## config.mk

```make
export PLATFORM = sky130hd
export DESIGN_NAME = search_multi
export DESIGN_NICKNAME = d
export VERILOG_FILES = /design/src/rtl/search_multi.sv
export SDC_FILE = /design/constraint.sdc
export NUM_CORES = 1
export LEC_CHECK = 0
export BUFFER_PORTS_ARGS = -buffer_cell sky130_fd_sc_hd__buf_2
export CORE_MARGIN = 5
export CORE_UTILIZATION = 45
export CTS_CLUSTER_SIZE = 24
export DETAILED_ROUTE_END_ITERATION = 10
export PLACE_DENSITY_LB_ADDON = 0.12
export SLEW_MARGIN = 20
export SYNTH_ARGS = -nofsm -noshare
export SYNTH_HDL_FRONTEND = slang
export SYNTH_SLANG_ARGS = --single-unit
```

## constraint.sdc

```tcl
create_clock -name CLK100MHZ -period 4 [get_ports CLK100MHZ]
set_input_delay 0 -clock CLK100MHZ [delete_from_list [all_inputs] [get_ports CLK100MHZ]]
set_output_delay 0 -clock CLK100MHZ [all_outputs]
set_load 0.01 [all_outputs]
```

## src/rtl/search_multi.sv

```systemverilog
// Multi-match pattern search over a block memory. Optional wildcard compare is
// compiled in with SEARCH_WILDCARD_EN.
module search_multi #(
    parameter int unsigned ADDR_W = 8,
    parameter int unsigned DATA_W = 8,
    parameter logic [DATA_W-1:0] WILDCARD = DATA_W'(8'h3F)
) (
    input  logic              CLK100MHZ,
    input  logic              reset,
    input  logic [ADDR_W-1:0] p,
    input  logic [ADDR_W-1:0] pl,
    input  logic [ADDR_W-1:0] b,
    input  logic [ADDR_W-1:0] bl,
    input  logic              start,
    input  logic              activate,
    output logic [ADDR_W-1:0] pat_addr,
    input  logic [DATA_W-1:0] pat_data,
    output logic [ADDR_W-1:0] mem_addr,
    input  logic [DATA_W-1:0] mem_data,
    output logic              busy,
    output logic              hit,
    output logic              done,
    output logic [ADDR_W-1:0] found,
    output logic [ADDR_W:0]   match_count
);

    typedef enum logic [2:0] {StIdle, StFetch, StCompare, StMatch, StDone} state_t;

    state_t            state_q, state_d;
    logic [ADDR_W-1:0] p_q, p_d, pl_q, pl_d, s_q, s_d, i_q, i_d;
    logic [ADDR_W-1:0] found_q, found_d, pat_addr_q, pat_addr_d, mem_addr_q, mem_addr_d;
    logic [ADDR_W:0]   last_q, last_d, cnt_q, cnt_d;
    logic [ADDR_W:0]   block_end, addr_end, last_calc;
    logic              start_ok, launch, eq;

    // Last candidate is clipped so a window never runs past the top of memory.
    assign block_end = {1'b0, b} + {1'b0, bl} - {1'b0, pl};
    assign addr_end  = {1'b1, {ADDR_W{1'b0}}} - {1'b0, pl};
    assign last_calc = (block_end < addr_end) ? block_end : addr_end;
    assign start_ok  = (pl != '0) && (pl <= bl) && ({1'b0, b} <= last_calc);

`ifdef SEARCH_WILDCARD_EN
    assign eq = (pat_data == mem_data) || (pat_data == WILDCARD);
`else
    logic unused_wildcard;
    assign unused_wildcard = ^WILDCARD;
    assign eq = (pat_data == mem_data);
`endif

    always_comb begin
        state_d    = state_q;
        p_d        = p_q;
        pl_d       = pl_q;
        s_d        = s_q;
        i_d        = i_q;
        last_d     = last_q;
        found_d    = found_q;
        cnt_d      = cnt_q;
        pat_addr_d = pat_addr_q;
        mem_addr_d = mem_addr_q;
        launch     = 1'b0;

        unique case (state_q)
            StIdle, StDone: launch = start;
            StFetch: state_d = StCompare;
            StCompare: begin
                if (eq) begin
                    if (i_q == pl_q - ADDR_W'(1)) begin
                        found_d = s_q;
                        if (cnt_q != '1) cnt_d = cnt_q + (ADDR_W+1)'(1);
                        state_d = StMatch;
                    end else begin
                        i_d        = i_q + ADDR_W'(1);
                        pat_addr_d = p_q + i_q + ADDR_W'(1);
                        mem_addr_d = s_q + i_q + ADDR_W'(1);
                        state_d    = StFetch;
                    end
                end else if ({1'b0, s_q} == last_q) begin
                    state_d = StDone;
                end else begin
                    s_d        = s_q + ADDR_W'(1);
                    i_d        = '0;
                    pat_addr_d = p_q;
                    mem_addr_d = s_q + ADDR_W'(1);
                    state_d    = StFetch;
                end
            end
            StMatch: begin
                if (start) begin
                    launch = 1'b1;
                end else if (activate) begin
                    if ({1'b0, found_q} == last_q) begin
                        state_d = StDone;
                    end else begin
                        s_d        = found_q + ADDR_W'(1);
                        i_d        = '0;
                        pat_addr_d = p_q;
                        mem_addr_d = found_q + ADDR_W'(1);
                        state_d    = StFetch;
                    end
                end
            end
            default: state_d = StIdle;
        endcase

        if (launch) begin
            p_d        = p;
            pl_d       = pl;
            last_d     = last_calc;
            s_d        = b;
            i_d        = '0;
            cnt_d      = '0;
            pat_addr_d = p;
            mem_addr_d = b;
            state_d    = start_ok ? StFetch : StDone;
        end
    end

    always_ff @(posedge CLK100MHZ) begin
        if (!reset) begin
            state_q    <= StIdle;
            p_q        <= '0;
            pl_q       <= '0;
            s_q        <= '0;
            i_q        <= '0;
            last_q     <= '0;
            found_q    <= '0;
            cnt_q      <= '0;
            pat_addr_q <= '0;
            mem_addr_q <= '0;
        end else begin
            state_q    <= state_d;
            p_q        <= p_d;
            pl_q       <= pl_d;
            s_q        <= s_d;
            i_q        <= i_d;
            last_q     <= last_d;
            found_q    <= found_d;
            cnt_q      <= cnt_d;
            pat_addr_q <= pat_addr_d;
            mem_addr_q <= mem_addr_d;
        end
    end

    assign busy        = (state_q == StFetch) || (state_q == StCompare);
    assign hit         = (state_q == StMatch);
    assign done        = (state_q == StDone);
    assign found       = found_q;
    assign match_count = cnt_q;
    assign pat_addr    = pat_addr_q;
    assign mem_addr    = mem_addr_q;

endmodule

```

[After elaboration in Yosys (flattened, before gate mapping)]
Cells that the tools add are included.
Word-level totals
  logic and storage cells: 101
  register bits after elaboration: 77
Cells by class
  reductions and logical operators: 15
  order comparisons: 3
  add/sub/neg operators: 12
  eq/ne operators: 22
  bitwise logic cells: 1
  muxes and demuxes: 38
Operator list (number)
  $mux 8: 22
  $pmux 8 s2: 4
  $add 8x1->8 const B: 5
  $mux 3: 7
  $eq 8x9->1: 2
  $reduce_and 6->1: 3
  $add 8x8->8: 2
  $eq 8x8->1: 2
  $ne 3x3->1 const B: 5
  $pmux 3 s4: 1
  $add 8x8->9: 1
  $add 9x1->9 const B: 1
  $le 8x9->1: 1
  $lt 9x9->1: 1
  $mux 9: 1
  $ne 9x9->1 const B: 1
  $sub 9x8->9: 1
  $sub 9x8->9 const A: 1
  $le 8x8->1: 1
  $ne 2x2->1 const B: 4
  $ne 4x4->1 const B: 2
  $reduce_bool 8->1: 1
  $sub 8x1->8 const B: 1
  $eq 3x2->1 const B: 2
  other kinds (15): 19

[Longest topological paths before layout]
  word-level depth: 8
  mapped depth: 24
  depth with buffers taken out: 24

[Worst setup path before layout]
Ideal clock, no wire load.
  path type: input to register
  start point: input b[1]
  end point: register state_q[2]
  stages on the path: 24
  data arrival time: 4.215 ns
  required time: 3.884 ns
  slack: -0.332 ns
  buffers on the path: 1
  setup time: 0.116 ns
  cells stage by stage: inv_1 > fa_1 > inv_1 > ha_1 > a21o_1 > a21oi_1 > o21ai_0 > nor2_1 > xnor2_1 > ha_1 > a21o_1 > a221o_1 > a31oi_1 > o21ai_0 > clkbuf_1 > mux2i_1 > ha_1 > o21ai_0 > a21oi_1 > o41ai_1 > o21ai_0 > o21ai_0 > o21ai_0 > o211a_1
Between the ends
  word-level cells in the longest chain between the ends: 8
Ends and longest elaborated chain
  from (decl): line 12  | input logic [ADDR_W-1:0] b,
  $add 8x8->9: line 37  | assign block_end = {1'b0, b} + {1'b0, bl} - {1'b0, pl};
  $sub 9x8->9: line 37
  $lt 9x9->1: line 39  | assign last_calc = (block_end < addr_end) ? block_end : addr_end;
  $mux 9: line 39
  $le 8x9->1 (*): line 40  | assign start_ok = (pl != '0) && (pl <= bl) && ({1'b0, b} <= last_calc);
  $logic_and 1x1->1 (*): line 40
  $mux 3 (*): line 115  | state_d = start_ok ? StFetch : StDone;
  $mux 3 (*): line 106  | if (launch) begin
  to (signal assigned): line 121  | state_q <= StIdle;
  to (signal assigned): line 132  | state_q <= state_d;
  to (decl): line 29  | state_t state_q, state_d;
Mark *: on every way between the ends. The rest lies on a longest branch, timed or not.
A chain may end at the register's enable or synchronous reset.

[Final worst setup path]
  start point: input b[3]
  end point: register state_q[2]
The elaborated chain is that of the path after synthesis.

==> impl_metrics.env <==
export IMPL_hpwl_um=14600
export IMPL_cpPeakStageDelay_ns=0.53
export IMPL_combPwrFrac_pct=45.1
export IMPL_grt_pass1_wl_um=30100
export IMPL_fillCellCount=1291
export IMPL_instances_no_fill=1114
export IMPL_vdd_drop_max_uv=274
export IMPL_seq_power_share_pct=27.4
export IMPL_ys_ff_latch=77
export IMPL_fin_skew_ns=0.00775
export IMPL_cp_start_kind="input port"
export IMPL_totalWireLength_um=19100
export IMPL_clkPwrFrac_pct=27.5
export IMPL_yosysWarnings=0
export IMPL_final_hold_viol_count=0
export IMPL_antenna_found_initial=0
export IMPL_clockBufferDepth=2
export IMPL_synth_enable_flop_cells=0
export IMPL_finalWorstSetupSlack_ns=-0.0294
export IMPL_violations="setup timing"
export IMPL_syn_to_final_growth_pct=26.8
export IMPL_switching_share_pct=35.9
export IMPL_clock_fmax_ghz=0.248
export IMPL_synth_avg_cell_area_sq_um=7.76
export IMPL_grtUsageTotal_pct=22.8
export IMPL_setup_tns_ns=-0.0529
export IMPL_grt_max_degree=39
export IMPL_grt_pass1_vias=6025
export IMPL_drt_iter0_markers=491
export IMPL_htree_levels=3
export IMPL_antennaDiodeCount=0
export IMPL_hp_class="input port to flip-flop"
export IMPL_drive_above_1_share_pct=22.5
export IMPL_insertion_delay_ns=0.35
export IMPL_crit_top_cell="inv_1"
export IMPL_p_sw_mw=1.25
export IMPL_dieWidth_um=128
export IMPL_post_drt_via_cell_ratio=5.67
export IMPL_drv_slew=0
export IMPL_p_per_area_nw_per_um2=441
export IMPL_cts_sinks=77
export IMPL_layout_common_cells="nand2_1, buf_2, dfxtp_1, nor2_1, a21oi_1"
export IMPL_seq_area_sq_um=1540
export IMPL_gp_congestion=0.941
export IMPL_ios=88
export IMPL_placedCellCount=1082
export IMPL_p_leak_nw=3.54
export IMPL_rsz0062_at_grt="yes"
export IMPL_synth_ff_type="dfxtp_1"
export IMPL_ys_types=65
export IMPL_synthArstFlopShare_pct=0
export IMPL_port_buffers=87
export IMPL_overflow=0
export IMPL_cts_root_buf="clkbuf_16"
export IMPL_cp_max_fo=5
export IMPL_core_sq_um=13700
export IMPL_syn_area_sq_um=6240
export IMPL_layout_nets=1045
export IMPL_maxSlewHeadroom_pct=26.0
export IMPL_clk_pin_slew_ns=0.06
export IMPL_crit_slowest_cell="fa_1"
export IMPL_ant_nets=0
export IMPL_die_y_um=128
export IMPL_die_area_sq_um=16300
export IMPL_syn_num_nets=920
export IMPL_cts_made_buffers=9
export IMPL_start_util_pct=45.5
export IMPL_wl_per_cell_um=17.2
export IMPL_drc_errors=0
export IMPL_multi_input_area_sq_um=4610
export IMPL_cp_arrival_ns=4.27
export IMPL_dr_pass1_iters=5
export IMPL_cap_violations=0
export IMPL_cts_tree="done"
export IMPL_critPathKind="input port to flip-flop"
export IMPL_final_common_cell="nand2_1"
export IMPL_end_kind="flip-flop"
export IMPL_power_mw=3.48
export IMPL_worst_pin_slew_ns=1.11
export IMPL_vias=6317
export IMPL_layout_min_cycle_time_ns=4.03
export IMPL_status="complete, but fails checks"
export IMPL_p_int_mw=2.23
export IMPL_path_cells="buf_2 > inv_1 > fa_1 > inv_1 > ha_1 > buf_4 > inv_1 > o21bai_1 > xor2_1 > ha_1 > and3_4 > a221o_1 > a31oi_2 > o21ai_4 > buf_6 > mux2i_4 > ha_4 > buf_4 > o41ai_4 > o21ai_1 > o21ai_1 > o21ai_2 > o211a_1"
export IMPL_worstPathRequired_ns=4.24
export IMPL_synthCells=804
export IMPL_period_share_pct=101
export IMPL_std_cell_rows=43
export IMPL_finalSetupViolCount=2
export IMPL_yosysSeqAreaShare_pct=24.7
==> worst max-delay path, delay by kind of cell <==
kind	cells	cell delay, ns
compound gates	9	1.56
fa+ha+maj	4	1.35
buf+inv	7	0.65
xor+xnor	1	0.29
mux	1	0.20
simple gates	1	0.19
==> per-layer routing <==
| metal | global-route usage, % | vias up | wire (um) |
|---|---|---|---|
| met5 | 0 | - | 0 |
| met4 | 7.93 | 0 | 531 |
| met3 | 5.38 | 41 | 1410 |
| met2 | 35.7 | 224 | 8460 |
| met1 | 30.9 | 2940 | 8720 |
| li1 | - | 3112 | - |
==> metrics by stage <==
step / area, sq um / hold slack (ns) / util [%] / setup WS, ns
2_1_floorplan: 6300 / 0.136 / - / -0.00642
3_3_place_gp: 7170 / 0.256 / 52.2 / -0.246
3_5_place_dp: 7170 / 0.263 / 52.2 / -0.471
4_1_cts: 7660 / 0.00543 / 55.8 / 0.00293
5_1_grt: 7910 / 0.00789 / 57.6 / -0.277
6_report: 7910 / 0.0199 / 57.6 / -0.0294
==> synth_stat cells (5+ instances only) <==
master     number  share of area (%)
and3_1         12                1.2
nand2b_1        5               0.50
mux2i_1        20                3.2
nor4_1          5               0.50
nor2b_1         7               0.70
a21oi_1        63                5.1
nand2_1        88                5.3
o2111ai_1       5               0.70
inv_1          56                3.4
nor2_1         75                4.5
nand3_1        28                2.2
a21o_1          8               0.96
o21ai_0        48                3.9
or3_1           6               0.60
clkbuf_1       33                2.0
nand4_1        16                1.6
nor3_1         18                1.4
o211ai_1        9                1.1
dfxtp_1        77                 25
o41ai_1         5               0.70
xnor2_1        46                6.5
ha_1           54                 11
a31oi_1         8               0.80
a211oi_1        8               0.96
or4_1           9                1.1
fa_1           10                3.2
xor2_1         21                2.9
==> path summary, 6_finish.rpt <==
path / cells after the start / startpoint / end / slack, ns
worst min register to register: 2 / pat_addr[4] / pat_addr[4] / 0.47
worst max-delay path: 23 / b[3] / state_q[2] / -0.03
worst max register to register: 7 / pl_q[2] / i_q[4] / 0.57
worst min-delay path: 3 / pl[6] / pl_q[6] / 0.02
==> what timing repair did <==
action	CTS	global route
resized for setup	9	37
hold buffers	9	0
setup buffers	1	6
pin swaps	3	24
hold endpoints to repair	12	0
endpoints found under the setup margin	2	2
==> sequential cells by signal, indices dropped and copies added, names as in the netlist <==
| register | cells |
|---|---|
| found | 8 |
| state_q | 3 |
| pl_q | 8 |
| match_count | 9 |
| mem_addr | 8 |
| p_q | 8 |
| pat_addr | 8 |
| s_q | 8 |
| i_q | 8 |
| last_q | 9 |
==> layout make-up <==
class	instances	share of cell area (%)
repair buffers	153	12.3
clock inverters	6	1.38
multi-input cells	631	58.2
clock buffers	10	3.02
inverters	57	2.74
flip-flops and latches	77	19.5
well taps	180	2.85
==> power groups by stage <==
| stage | clock network [mW] | logic, mW | registers (mW) |
|---|---|---|---|
| floorplan | 0 | 0.839 | 0.942 |
| global placement | 0 | 1.22 | 0.961 |
| detailed placement | 0 | 1.26 | 0.966 |
| CTS | 0.973 | 1.32 | 0.950 |
| global route | 1.01 | 1.72 | 0.962 |
| finish | 0.959 | 1.57 | 0.954 |
==> cell families (layout without fill, tap and decap cells) <==
logic type,after synthesis,count (layout),share of synthesized area (%)
compound gates,189,189,19.8
xor+xnor,67,67,9.41
fa+ha+maj,64,64,14.0
buf+inv,96,226,6.06
flops,77,77,24.7
mux,21,21,3.39
simple gates,290,290,22.6
Power figures use the tool's default switching activity.
